File: config.mk
export PLATFORM = sky130hd
export DESIGN_NAME = operand2_encoder
export DESIGN_NICKNAME = d
export VERILOG_FILES = /design/src/rtl/arm_pkg.sv /design/src/rtl/rot_fit8.sv /design/src/rtl/operand2_encoder.sv
export SDC_FILE = /design/constraint.sdc
export NUM_CORES = 1
export LEC_CHECK = 0
export CAP_MARGIN = 30
export CORE_ASPECT_RATIO = 1.4
export CORE_MARGIN = 1
export CORE_UTILIZATION = 55
export DETAILED_ROUTE_END_ITERATION = 10
export MAX_ROUTING_LAYER = met4
export PLACE_DENSITY = 0.83
export SKIP_CTS_REPAIR_TIMING = 1
export SLEW_MARGIN = 25
export SYNTH_ARGS = -nofsm -noshare
export SYNTH_HDL_FRONTEND = slang
export SYNTH_HIERARCHICAL = 1
export SYNTH_SLANG_ARGS = --single-unit
File: constraint.sdc
create_clock -name clk -period 3.9 [get_ports clk]
set_clock_uncertainty 0.1 [all_clocks]
set_input_delay 0.975 -clock clk [delete_from_list [all_inputs] [get_ports clk]]
set_output_delay 0.975 -clock clk [all_outputs]
set_load 0.05 [all_outputs]
File: src/rtl/arm_pkg.sv
// Shared definitions for the operand-2 encoder.
//   enc_state_t : encoder FSM states (IDLE, SEARCH)
//   ROT_STEPS   : number of rotation candidates in the ARM immediate encoding
//   IMM8_W      : width of the rotated immediate byte
//   ROT_W       : width of the rotation field
package arm_pkg;

  typedef enum logic {
    IDLE   = 1'b0,
    SEARCH = 1'b1
  } enc_state_t;

  localparam int ROT_STEPS = 16;
  localparam int IMM8_W    = 8;
  localparam int ROT_W     = 4;

endpackage

File: src/rtl/rot_fit8.sv
// Combinational fit test for one rotation candidate.
// Rotates value_r left by 2*rot_cnt. If the result fits in the low byte,
// then ROR(imm8, 2*rot_cnt) reproduces value_r.
// Ports:
//   value_r [31:0] in  : captured constant
//   rot_cnt [3:0]  in  : rotation candidate
//   fits           out : rotated value has all-zero upper 24 bits
//   imm8 [7:0]     out : low byte of the rotated value
module rot_fit8
  import arm_pkg::*;
(
  input  logic [31:0]       value_r,
  input  logic [ROT_W-1:0]  rot_cnt,
  output logic              fits,
  output logic [IMM8_W-1:0] imm8
);

  logic [4:0]  shamt;
  logic [63:0] dbl;
  logic [31:0] rotated;

  // A left shift of the doubled word leaves the 32-bit rotate-left in the
  // upper half, so bits that wrap across bit 31 and bit 0 come for free.
  always_comb begin
    shamt   = {rot_cnt, 1'b0};
    dbl     = {value_r, value_r} << shamt;
    rotated = dbl[63:32];
    fits    = (rotated[31:IMM8_W] == '0);
    imm8    = rotated[IMM8_W-1:0];
  end

endmodule

File: src/rtl/operand2_encoder.sv
// Multi-cycle encoder producing the 12-bit shift_operand field.
// Immediate mode searches rotations 0..15 in ascending order for an
// imm8/rot pair with ROR(imm8, 2*rot) == value. LDR/STR mode checks that
// value is a sign-extended 12-bit offset.
// Ports:
//   clk                in  : clock
//   rst                in  : synchronous active-high reset
//   start              in  : request strobe, sampled only while idle
//   LDR_OR_STR         in  : 1 = memory offset mode, 0 = immediate mode
//   value [31:0]       in  : constant to encode, captured on accepted start
//   busy               out : search in progress
//   done               out : one-cycle result pulse
//   found              out : value is encodable, held until next start
//   shift_operand[11:0]out : encoded field, 0 when not found
module operand2_encoder
  import arm_pkg::*;
#(
  parameter int ROT_STEPS = 16
) (
  input  logic        clk,
  input  logic        rst,
  input  logic        start,
  input  logic        LDR_OR_STR,
  input  logic [31:0] value,
  output logic        busy,
  output logic        done,
  output logic        found,
  output logic [11:0] shift_operand
);

  localparam logic [ROT_W-1:0] LAST_ROT = ROT_W'(ROT_STEPS - 1);

  enc_state_t        state, state_n;
  logic [ROT_W-1:0]  rot_cnt, rot_n;
  logic [31:0]       value_r;
  logic              mode_r;
  logic              capture;
  logic              done_n, found_n;
  logic [11:0]       so_n;
  logic              fits;
  logic [IMM8_W-1:0] imm8;

  // A 12-bit signed offset sign-extends through bit 11, so bits 31..11
  // must be all ones or all zeros.
  function automatic logic ldr_fits(input logic [31:0] v);
    return (&v[31:11]) | ~(|v[31:11]);
  endfunction

  rot_fit8 u_fit (
    .value_r (value_r),
    .rot_cnt (rot_cnt),
    .fits    (fits),
    .imm8    (imm8)
  );

  always_comb begin
    state_n = state;
    rot_n   = rot_cnt;
    capture = 1'b0;
    done_n  = 1'b0;
    found_n = found;
    so_n    = shift_operand;
    case (state)
      IDLE: begin
        if (start) begin
          state_n = SEARCH;
          rot_n   = '0;
          capture = 1'b1;
          found_n = 1'b0;
          so_n    = '0;
        end
      end
      SEARCH: begin
        if (mode_r) begin
          state_n = IDLE;
          done_n  = 1'b1;
          found_n = ldr_fits(value_r);
          so_n    = ldr_fits(value_r) ? value_r[11:0] : 12'h000;
        end else if (fits) begin
          state_n = IDLE;
          done_n  = 1'b1;
          found_n = 1'b1;
          so_n    = {rot_cnt, imm8};
        end else if (rot_cnt == LAST_ROT) begin
          state_n = IDLE;
          done_n  = 1'b1;
          found_n = 1'b0;
          so_n    = '0;
        end else begin
          rot_n = rot_cnt + 1'b1;
        end
      end
      default: state_n = IDLE;
    endcase
  end

  // Control and output registers
  always_ff @(posedge clk) begin
    if (rst) begin
      state         <= IDLE;
      rot_cnt       <= '0;
      busy          <= 1'b0;
      done          <= 1'b0;
      found         <= 1'b0;
      shift_operand <= '0;
    end else begin
      state         <= state_n;
      rot_cnt       <= rot_n;
      busy          <= (state_n == SEARCH);
      done          <= done_n;
      found         <= found_n;
      shift_operand <= so_n;
    end
  end

  // Operand capture; only meaningful once the FSM leaves IDLE
  always_ff @(posedge clk) begin
    if (capture) begin
      value_r <= value;
      mode_r  <= LDR_OR_STR;
    end
  end

endmodule

# == Word level (Yosys, flattened, before mapping) ==
# Index checks and enable logic that the tools add are counted.
# classes
eq_ne,6
n_shift,1
reduce_logical,6
bitwise,3
add_sub_neg,1
muxes,25
# ops
op,count
left shift 64 x 5 -> 64 bit,1
2-to-1 mux 12 bit,5
zero test 24 bit,1
one-hot mux 12 bit (2 select lines),1
AND reduction 21 bit,1
OR reduction 21 bit,1
2-to-1 mux 4 bit,4
2-to-1 mux 1 bit,12
inequality test 2 bit (second input constant),4
one-hot mux 4 bit (2 select lines),1
adder 4 x 1 -> 4 bit (second input constant),1
equality test 4 bit (second input constant),1
inequality test 4 x 1 -> 1 bit (second input constant),1
one-hot mux 1 bit (2 select lines),2
AND reduction 4 bit,1
NOT 1 bit,2
AND reduction 2 bit,1
OR reduction 2 bit,1
bitwise OR 1 bit,1
# totals
wordCells,49
regBits,52
output_inout_bits,15
input_bits,36

# == Depth between registers and ports, before layout ==
# Gate-level depths: netlist of run 1.
# logic_depth
word_depth,6
ltp_mapped,14

# == By module ==
# The synthesis of run 1 kept the hierarchy.
# modules_own_cells
mod,instances,area_each_um2,cells_per_inst,seq_area_each_um2
operand2_encoder,1,2133.3,167,1371.3
rot_fit8,1,1437.6,186,0.0

# == Least setup slack after synthesis of run 1 ==
# Ideal clock, no wire load.
# synth_timing
path_kind,register to register
startpoint,register rot_cnt[2]
endpoint,register shift_operand[3]
arrival_time_ns,3.084
setup_slack_ns,0.642
path_stages_with_launch,12
cell_sequence,dfxtp_1 buf_6 mux2_4 a2111oi_4 o2111ai_1 a311o_1 a2111oi_2 o21ai_1 nor3_1 buf_4 a32oi_1 o21ai_0
# synth_via
elab_chain_len,5
elab_cells_between_ends,8
cone_classes,2 x eq/ne; 1 x shift; 3 x mux; 2 x reduce/logical
# synth_rtl
element,line,source
from (decl),operand2_encoder.sv:34,"logic [ROT_W-1:0] rot_cnt, rot_n;"
from (signal assigned),operand2_encoder.sv:108,rot_cnt <= rot_n;
left shift 64 x 5 -> 64 bit *,rot_fit8.sv:26,"dbl = {value_r, value_r} << shamt;"
zero test 24 bit *,rot_fit8.sv:28,fits = (rotated[31:IMM8_W] == '0);
net fits,operand2_encoder.sv:40,logic fits;
2-to-1 mux 12 bit,operand2_encoder.sv:79,end else if (fits) begin
2-to-1 mux 12 bit,operand2_encoder.sv:74,if (mode_r) begin
one-hot mux 12 bit (2 select lines),operand2_encoder.sv:63,case (state)
to (signal assigned),operand2_encoder.sv:112,shift_operand <= so_n;
to (decl),operand2_encoder.sv:28,output logic [11:0] shift_operand
# Mark *: on every way through the listed nets, which the timed path passes. The rest lies on a longest branch.
# A chain may end at the register's enable or synchronous reset.

# == Worst setup path in the final report of run 1 ==
# layout_timing
startpoint,register rot_cnt[2]
endpoint,register shift_operand[8]
# Same word-level chain as after synthesis.

==> metrics.md, run 1 <==
| Metric | Value |
|---|---|
| Clock slew at reported path FFs | 0.10 ns |
| Crit end category | flop |
| Die Width | 70.10 µm |
| Worst path bufs/invs | 2 |
| Synth Flop Type | edfxtp_1 |
| Post-synthesis sequential area ratio | 0.3840 |
| Synth cell types | 56 |
| RSZ-0062 raised after global routing | false |
| Final core utilization | 0.6861 |
| Diode count | 0 |
| Ys Warns | 6 |
| Num Clock Sinks | 52 |
| Min cycle time layout | 3.630 ns |
| Hold Crit Endpoint | shift_operand[4]$_SDFFE_PP0P_ |
| Rel. slew slack | 0.4703 |
| Seq pwr share | 0.538 |
| Full die area | 6824 µm² |
| Achievable Freq | 0.2755 GHz |
| Wire length of the first global-routing pass | 17.39 mm |
| Leading area contributor after synthesis | edfxtp_1 |
| Die Y | 97.34 µm |
| Reg2reg path depth | 11 |
| Initial antenna violation count | 0 |
| Htree depth | 2 |
| Num CTS Buffers | 5 |
| Ys async rst share | 0 |
| Design Area, Final | 4290 µm² |
| Gate power share | 0.152 |
| Final HPWL DP | 7.804 mm |
| Fin. Hold Viols | 0 |
| VDD IR max | 0.2276 mV |
| Lkg Pwr | 1.438 nW |
| Period utilization | 0.9307 |
| FF-to-FF setup slack | 0.27 ns |
| Power density over cell area | 290.2 nW/µm² |
| # rows | 34 |
| Int Power | 0.9207 mW |
| Max Buffers Root-to-Sink | 2 |
| Slowest stage delay, CP | 0.63 ns |
| Fin. max-slew vios | 0 |
| Pre-antenna DRT Iters | 5 |
| Outcome | finished, final reports clean |
| CP delay by family, top | compound AO/OA/AOI/OAI gates |
| GRT Util Overall | 0.3372 |
| Syn Inst Count | 353 |
| Final Setup Violations | 0 |
| Max_cap viols | 0 |
| Port bufs | 50 |
| WL per Instance | 22.60 µm |
| Worst Hold Launch | shift_operand[4]$_SDFFE_PP0P_ |
| Register bit total from synthesis | 52 |
| GRT overflow | 0 |
| Clock power share | 0.310 |
| DRC viols | 0 |
| Post-Syn Area | 3571 µm² |
| Largest cells by area after synthesis | edfxtp_1 (28%), dfxtp_1 (11%), mux2i_1 (8.4%) |
| Initial Util | 0.5710 |
| IO Pins | 51 |
| Critical-path cell list | buf_12 > mux2_2 > mux2i_1 > a31oi_1 > a311o_1 > a2111oi_2 > buf_4 > a311oi_4 > o211a_1 > a32oi_1 > o21ai_1 |
| Most frequent cell after synthesis | nor2_1 |
| EDFF count, synth | 33 |
| Worst Max-Slew Pin Slew | 0.7746 ns |
| Synthesized Nets | 390 |
| Hold crit path type | reg -> reg |
| Drt total wl | 10.71 mm |
| Setup TNS | 0 ns |
| Post-DR vias/cell | 6.930 |
| Clk Latency, worst-skew pair | 0.30 ns |
| Area after DPL | 4168 µm² |
| Clock root buffer master | clkbuf_8 |
| Largest net degree at the start of global routing | 39 |
| Slowest CP cell | dfxtp_2 |
| Hold path depth | 2 |
| Via Count | 3285 |
| DRT iter0 DRCs | 359 |
| Antenna viol nets, final | 0 |
| Sw Ratio | 0.2605 |
| Global placer's final weighted congestion | 1.020 |
| Layout cells sized above 1 | 0.1915 |
| Crit-path max FO | 38 |
| Layout area overhead | 20.15% |
| Fill cell count | 482 |
| Number of global-route vias before repair | 3296 |
| Post-synth top cells | nor2_1 (37), edfxtp_1 (33), mux2i_1 (30) |
| Final nets | 438 |
| Hold WS | 0.3835 ns |
| Mapped Avg Cell Area | 10.12 µm² |
| Reg2reg end | shift_operand[8]$_SDFFE_PP0P_ |
| Switching power | 0.3243 mW |
| WP data required | 3.97 ns |
| Reg2reg start | rot_cnt[2]$_SDFFE_PP0P_ |
| Critical Path AT | 3.70 ns |
| Crit start category | flop |
| CP Class | reg -> reg |
| Core box area | 6254 µm² |
| Synth top area share | 0.2775 |
| CTS tree | yes |
registers in the layout (all words and copies together) (netlist names):
signal	count
shift_operand	12
found	1
value_r	32
rot_cnt	4
state	1
mode_r	1
done	1
per-layer routing:
metal / track usage / part of all wire / routed length, µm
met2: 0.5067 / 0.48 / 5139
met3: 0.05290 / 0.080 / 862
met5: - / 0 / 0
met1: 0.4298 / 0.39 / 4135
met4: 0.1969 / 0.054 / 576
worst max-delay path by stage:
stage,from,endpoint,cells past startpoint
floorplan,rot_cnt[2]$_SDFFE_PP0P_,shift_operand[3]$_SDFFE_PP0P_,11
global placement,rot_cnt[1]$_SDFFE_PP0P_,shift_operand[11]$_SDFFE_PP0P_,11
detailed placement,rot_cnt[1]$_SDFFE_PP0P_,shift_operand[11]$_SDFFE_PP0P_,10
CTS,rot_cnt[1]$_SDFFE_PP0P_,shift_operand[11]$_SDFFE_PP0P_,11
global route,rot_cnt[2]$_SDFFE_PP0P_,shift_operand[11]$_SDFFE_PP0P_,11
finish,rot_cnt[2]$_SDFFE_PP0P_,shift_operand[8]$_SDFFE_PP0P_,11
placed cells by master, fill, tap and decap left out, types with 5 or more instances in the layout:
master            n
clkdlybuf4s50_1  50
nor2_1           37
edfxtp_1         33
mux2i_1          30
a21oi_1          21
mux2_2           21
nor3_1           19
dfxtp_1          17
buf_4            17
o21ai_0          16
a32oi_1          14
or2_2            12
o21ai_1          10
mux4_2            9
nor4_1            8
nand2_1           7
nand3_1           6
clkbuf_8          6
a211oi_1          6
nand2b_1          5
nand4_1           5
kinds of logic (layout without fill, tap and decap cells):
group,after synthesis,in the layout,synth area share
adders and majority gates,1,1,0.003503
xor gates and xnor gates,2,2,0.004906
AOI/OAI and AO/OA,89,89,0.1770
and+or+nand+nor,115,115,0.1685
DFF,52,52,0.3840
muxes,62,62,0.2144
buffers and inverters,32,81,0.04765
cell type report:
cell class	count	area, µm²	share of cell area
inverters	5	18.77	0.004374
flip-flops and latches	52	1374	0.3202
clock buffers	6	82.58	0.01925
multi-input cells	269	2038	0.4751
repair buffers	68	648.1	0.1511
well taps	72	90.09	0.02100
clock inverters	2	38.79	0.009041
through the flow:
| step | setup slack (ns) | total power, mW | instances |
|---|---|---|---|
| floorplan | 0.6416 | 0.7702 | 353 |
| detailed placement | 0.3102 | 0.8624 | 466 |
| CTS | 0.2627 | 1.247 | 474 |
| finish | 0.2704 | 1.245 | 474 |
| global route | 0.04624 | 1.286 | 474 |
| global placement | 0.3186 | 0.8595 | 466 |
power groups by stage:
stage | logic [mW] | clock network (mW) | registers (mW)
floorplan | 0.115 | 0 | 0.655
global placement | 0.181 | 0 | 0.678
detailed placement | 0.184 | 0 | 0.678
CTS | 0.186 | 0.395 | 0.666
global route | 0.204 | 0.412 | 0.671
finish | 0.189 | 0.387 | 0.670
worst reg2reg max path: stages, from the launching register on:
cell and delay (ns):
dfxtp_2 0.63, buf_12 0.28, mux2_2 0.39, mux2i_1 0.26, a31oi_1 0.13, a311o_1 0.34, a2111oi_2 0.40, buf_4 0.20
a311oi_4 0.06, o211a_1 0.40, a32oi_1 0.22, o21ai_1 0.10
(Power assumes the default switching activity.)
==> run 2, diff against run 1 <==
==> constraint.sdc (replaced) <==
create_clock -name clk -period 3.5 [get_ports clk]
set_clock_uncertainty 0.1 [all_clocks]
set_input_delay 0.875 -clock clk [delete_from_list [all_inputs] [get_ports clk]]
set_output_delay 0.875 -clock clk [all_outputs]
set_load 0.05 [all_outputs]
==> metrics.md, run 2 (synthesized netlist as in run 1, its figures left out) <==
| Metric | Value |
|---|---|
| Outcome | finished, final reports clean |
| Gate power share | 0.163 |
| Fin. Hold Viols | 0 |
| Worst Hold Launch | shift_operand[4]$_SDFFE_PP0P_ |
| Via Count | 3303 |
| Setup TNS | 0 ns |
| Num Clock Sinks | 52 |
| CTS tree | yes |
| Setup ws final | 0.1834 ns |
| Port bufs | 50 |
| Post-DR vias/cell | 6.867 |
| Largest Register | value_r |
| Number of global-route vias before repair | 3193 |
| Clock root buffer master | clkbuf_8 |
| Wire length of the first global-routing pass | 17.26 mm |
| Achievable Freq | 0.3015 GHz |
| Final HPWL DP | 8.010 mm |
| Reg2reg start | rot_cnt[1]$_SDFFE_PP0P_ |
| CP Class | reg -> reg |
| Crit start category | flop |
| Clk Latency, worst-skew pair | 0.30 ns |
| Switching power | 0.3786 mW |
| Crit-path max FO | 41 |
| Fill cell count | 472 |
| Commonest non-fill, non-tap cell in the layout | clkdlybuf4s50_1 |
| Final Setup Violations | 0 |
| Antenna viol nets, final | 0 |
| Seq pwr share | 0.555 |
| GRT Util Overall | 0.3390 |
| Critical Path AT | 3.46 ns |
| CP delay by family, top | compound AO/OA/AOI/OAI gates |
| Post-placement cell count | 471 |
| Final nets | 445 |
| WL per Instance | 22.82 µm |
| Hold path depth | 2 |
| Max_cap viols | 0 |
| Slowest CP cell | mux4_2 |
| Worst Max-Slew Pin Slew | 0.8114 ns |
| Diode count | 0 |
| Crit end category | flop |
| Largest net degree at the start of global routing | 42 |
| Power density over cell area | 306.8 nW/µm² |
| VDD IR max | 0.3456 mV |
| Number of flip-flops in the largest register | 32 |
| Max Buffers Root-to-Sink | 2 |
| Critical-path cell list | buf_12 > mux4_2 > nor3_1 > a31oi_1 > a211o_1 > a2111oi_2 > buf_4 > o21ai_1 > nor3_1 > buf_4 > a32oi_1 > a21oi_1 |
| Pre-antenna DRT Iters | 5 |
| GRT overflow | 0 |
| Sw Ratio | 0.2827 |
| Rel. slew slack | 0.4590 |
| Full die area | 6824 µm² |
| # rows | 34 |
| Area occupied by multi-input gates | 2043 µm² |
| Initial antenna violation count | 0 |
| Die Y | 97.34 µm |
| Slowest stage delay, CP | 0.55 ns |
| Layout area overhead | 22.25% |
| Clock slew at reported path FFs | 0.10 ns |
| Htree depth | 2 |
| Global placer's final weighted congestion | 1.166 |
| WP data required | 3.64 ns |
| RSZ-0062 raised after global routing | false |
| Fin. max-slew vios | 0 |
| Sequential cell area | 1375 µm² |
| IO Pins | 51 |
| Reg2reg end | found$_SDFFE_PP0P_ |
| Post-Place Worst Slack | 0.1026 ns |
| FF-to-FF setup slack | 0.18 ns |
| Layout cells sized above 1 | 0.2103 |
| Core box area | 6254 µm² |
| Drt total wl | 10.98 mm |
| Hold crit path type | reg -> reg |
| Initial Util | 0.5710 |
| Min cycle time layout | 3.317 ns |
| DRC viols | 0 |
| Period utilization | 0.9476 |
| Clock power share | 0.282 |
| Hold Crit Endpoint | shift_operand[4]$_SDFFE_PP0P_ |
| Largest registers | value_r (32), shift_operand (12), rot_cnt (4) |
| Most frequent cells in the layout | clkdlybuf4s50_1 (50), nor2_1 (37), edfxtp_1 (33) |
| Int Power | 0.9608 mW |
| Die Width | 70.10 µm |
| Lkg Pwr | 1.456 nW |
| Num CTS Buffers | 5 |
| Reg2reg path depth | 12 |
| Worst path bufs/invs | 3 |
| Worst setup path start | rot_cnt[1]$_SDFFE_PP0P_ |
| DRT iter0 DRCs | 433 |
| Non-filler cells, final | 481 |
-- run 2: cell count changes in the layout (fill, tap and decap cells not counted), moves of 2 or more --
| cell | delta |
|---|---|
| buf_4 | +4 |
| buf_12 | +3 |
| dfxtp_2 | -2 |
| inv_6 | +2 |
-- run 2: worst max-delay path by stage --
stage	endpoint	slack, ns	cells past startpoint
after floorplan	shift_operand[3]$_SDFFE_PP0P_	0.24	11
after global placement	shift_operand[11]$_SDFFE_PP0P_	0.18	11
after detailed placement	shift_operand[11]$_SDFFE_PP0P_	0.10	11
after CTS	shift_operand[11]$_SDFFE_PP0P_	0.09	11
after global routing	found$_SDFFE_PP0P_	0.005	12
final	found$_SDFFE_PP0P_	0.18	12
-- run 2: tightest hold or removal path, stage by stage, from the launching register on --
cell and delay (ns):
dfxtp_1 0.35, a32oi_1 0.05, o21ai_0 0.06
-- run 2: power by group through the flow --
stage / logic [mW] / registers, mW / clock network (mW)
floorplan: 0.129 / 0.730 / 0
global placement: 0.211 / 0.755 / 0
detailed placement: 0.214 / 0.754 / 0
CTS: 0.215 / 0.740 / 0.382
global route: 0.234 / 0.744 / 0.400
finish: 0.218 / 0.744 / 0.377
-- run 2: area by class of cell --
cell class                 count  area share
clock buffer                   6     0.01892
clock inverter                 2    0.004013
multi-input combinational    269      0.4680
sequential                    52      0.3150
timing repair buffer          75      0.1691
inverter                       5    0.004299
tap                           72     0.02064
-- run 2: stage by stage --
step	power [mW]	hold slack, ns	instance area, µm²	util
2_1_floorplan	0.8583	0.3817	3571	-
3_3_place_gp	0.9655	0.3574	4234	0.6771
3_5_place_dp	0.9685	0.3596	4234	0.6771
4_1_cts	1.337	0.3887	4334	0.6931
5_1_grt	1.379	0.4322	4365	0.6981
6_report	1.339	0.3919	4365	0.6981
-- run 2: per-layer routing --
metal  global-route usage  share of wire  wire (µm)
met2               0.5266           0.48       5293
met3              0.04979          0.081        888
met4               0.1800          0.054        590
met1               0.4266           0.38       4204
met5                    -              0          0
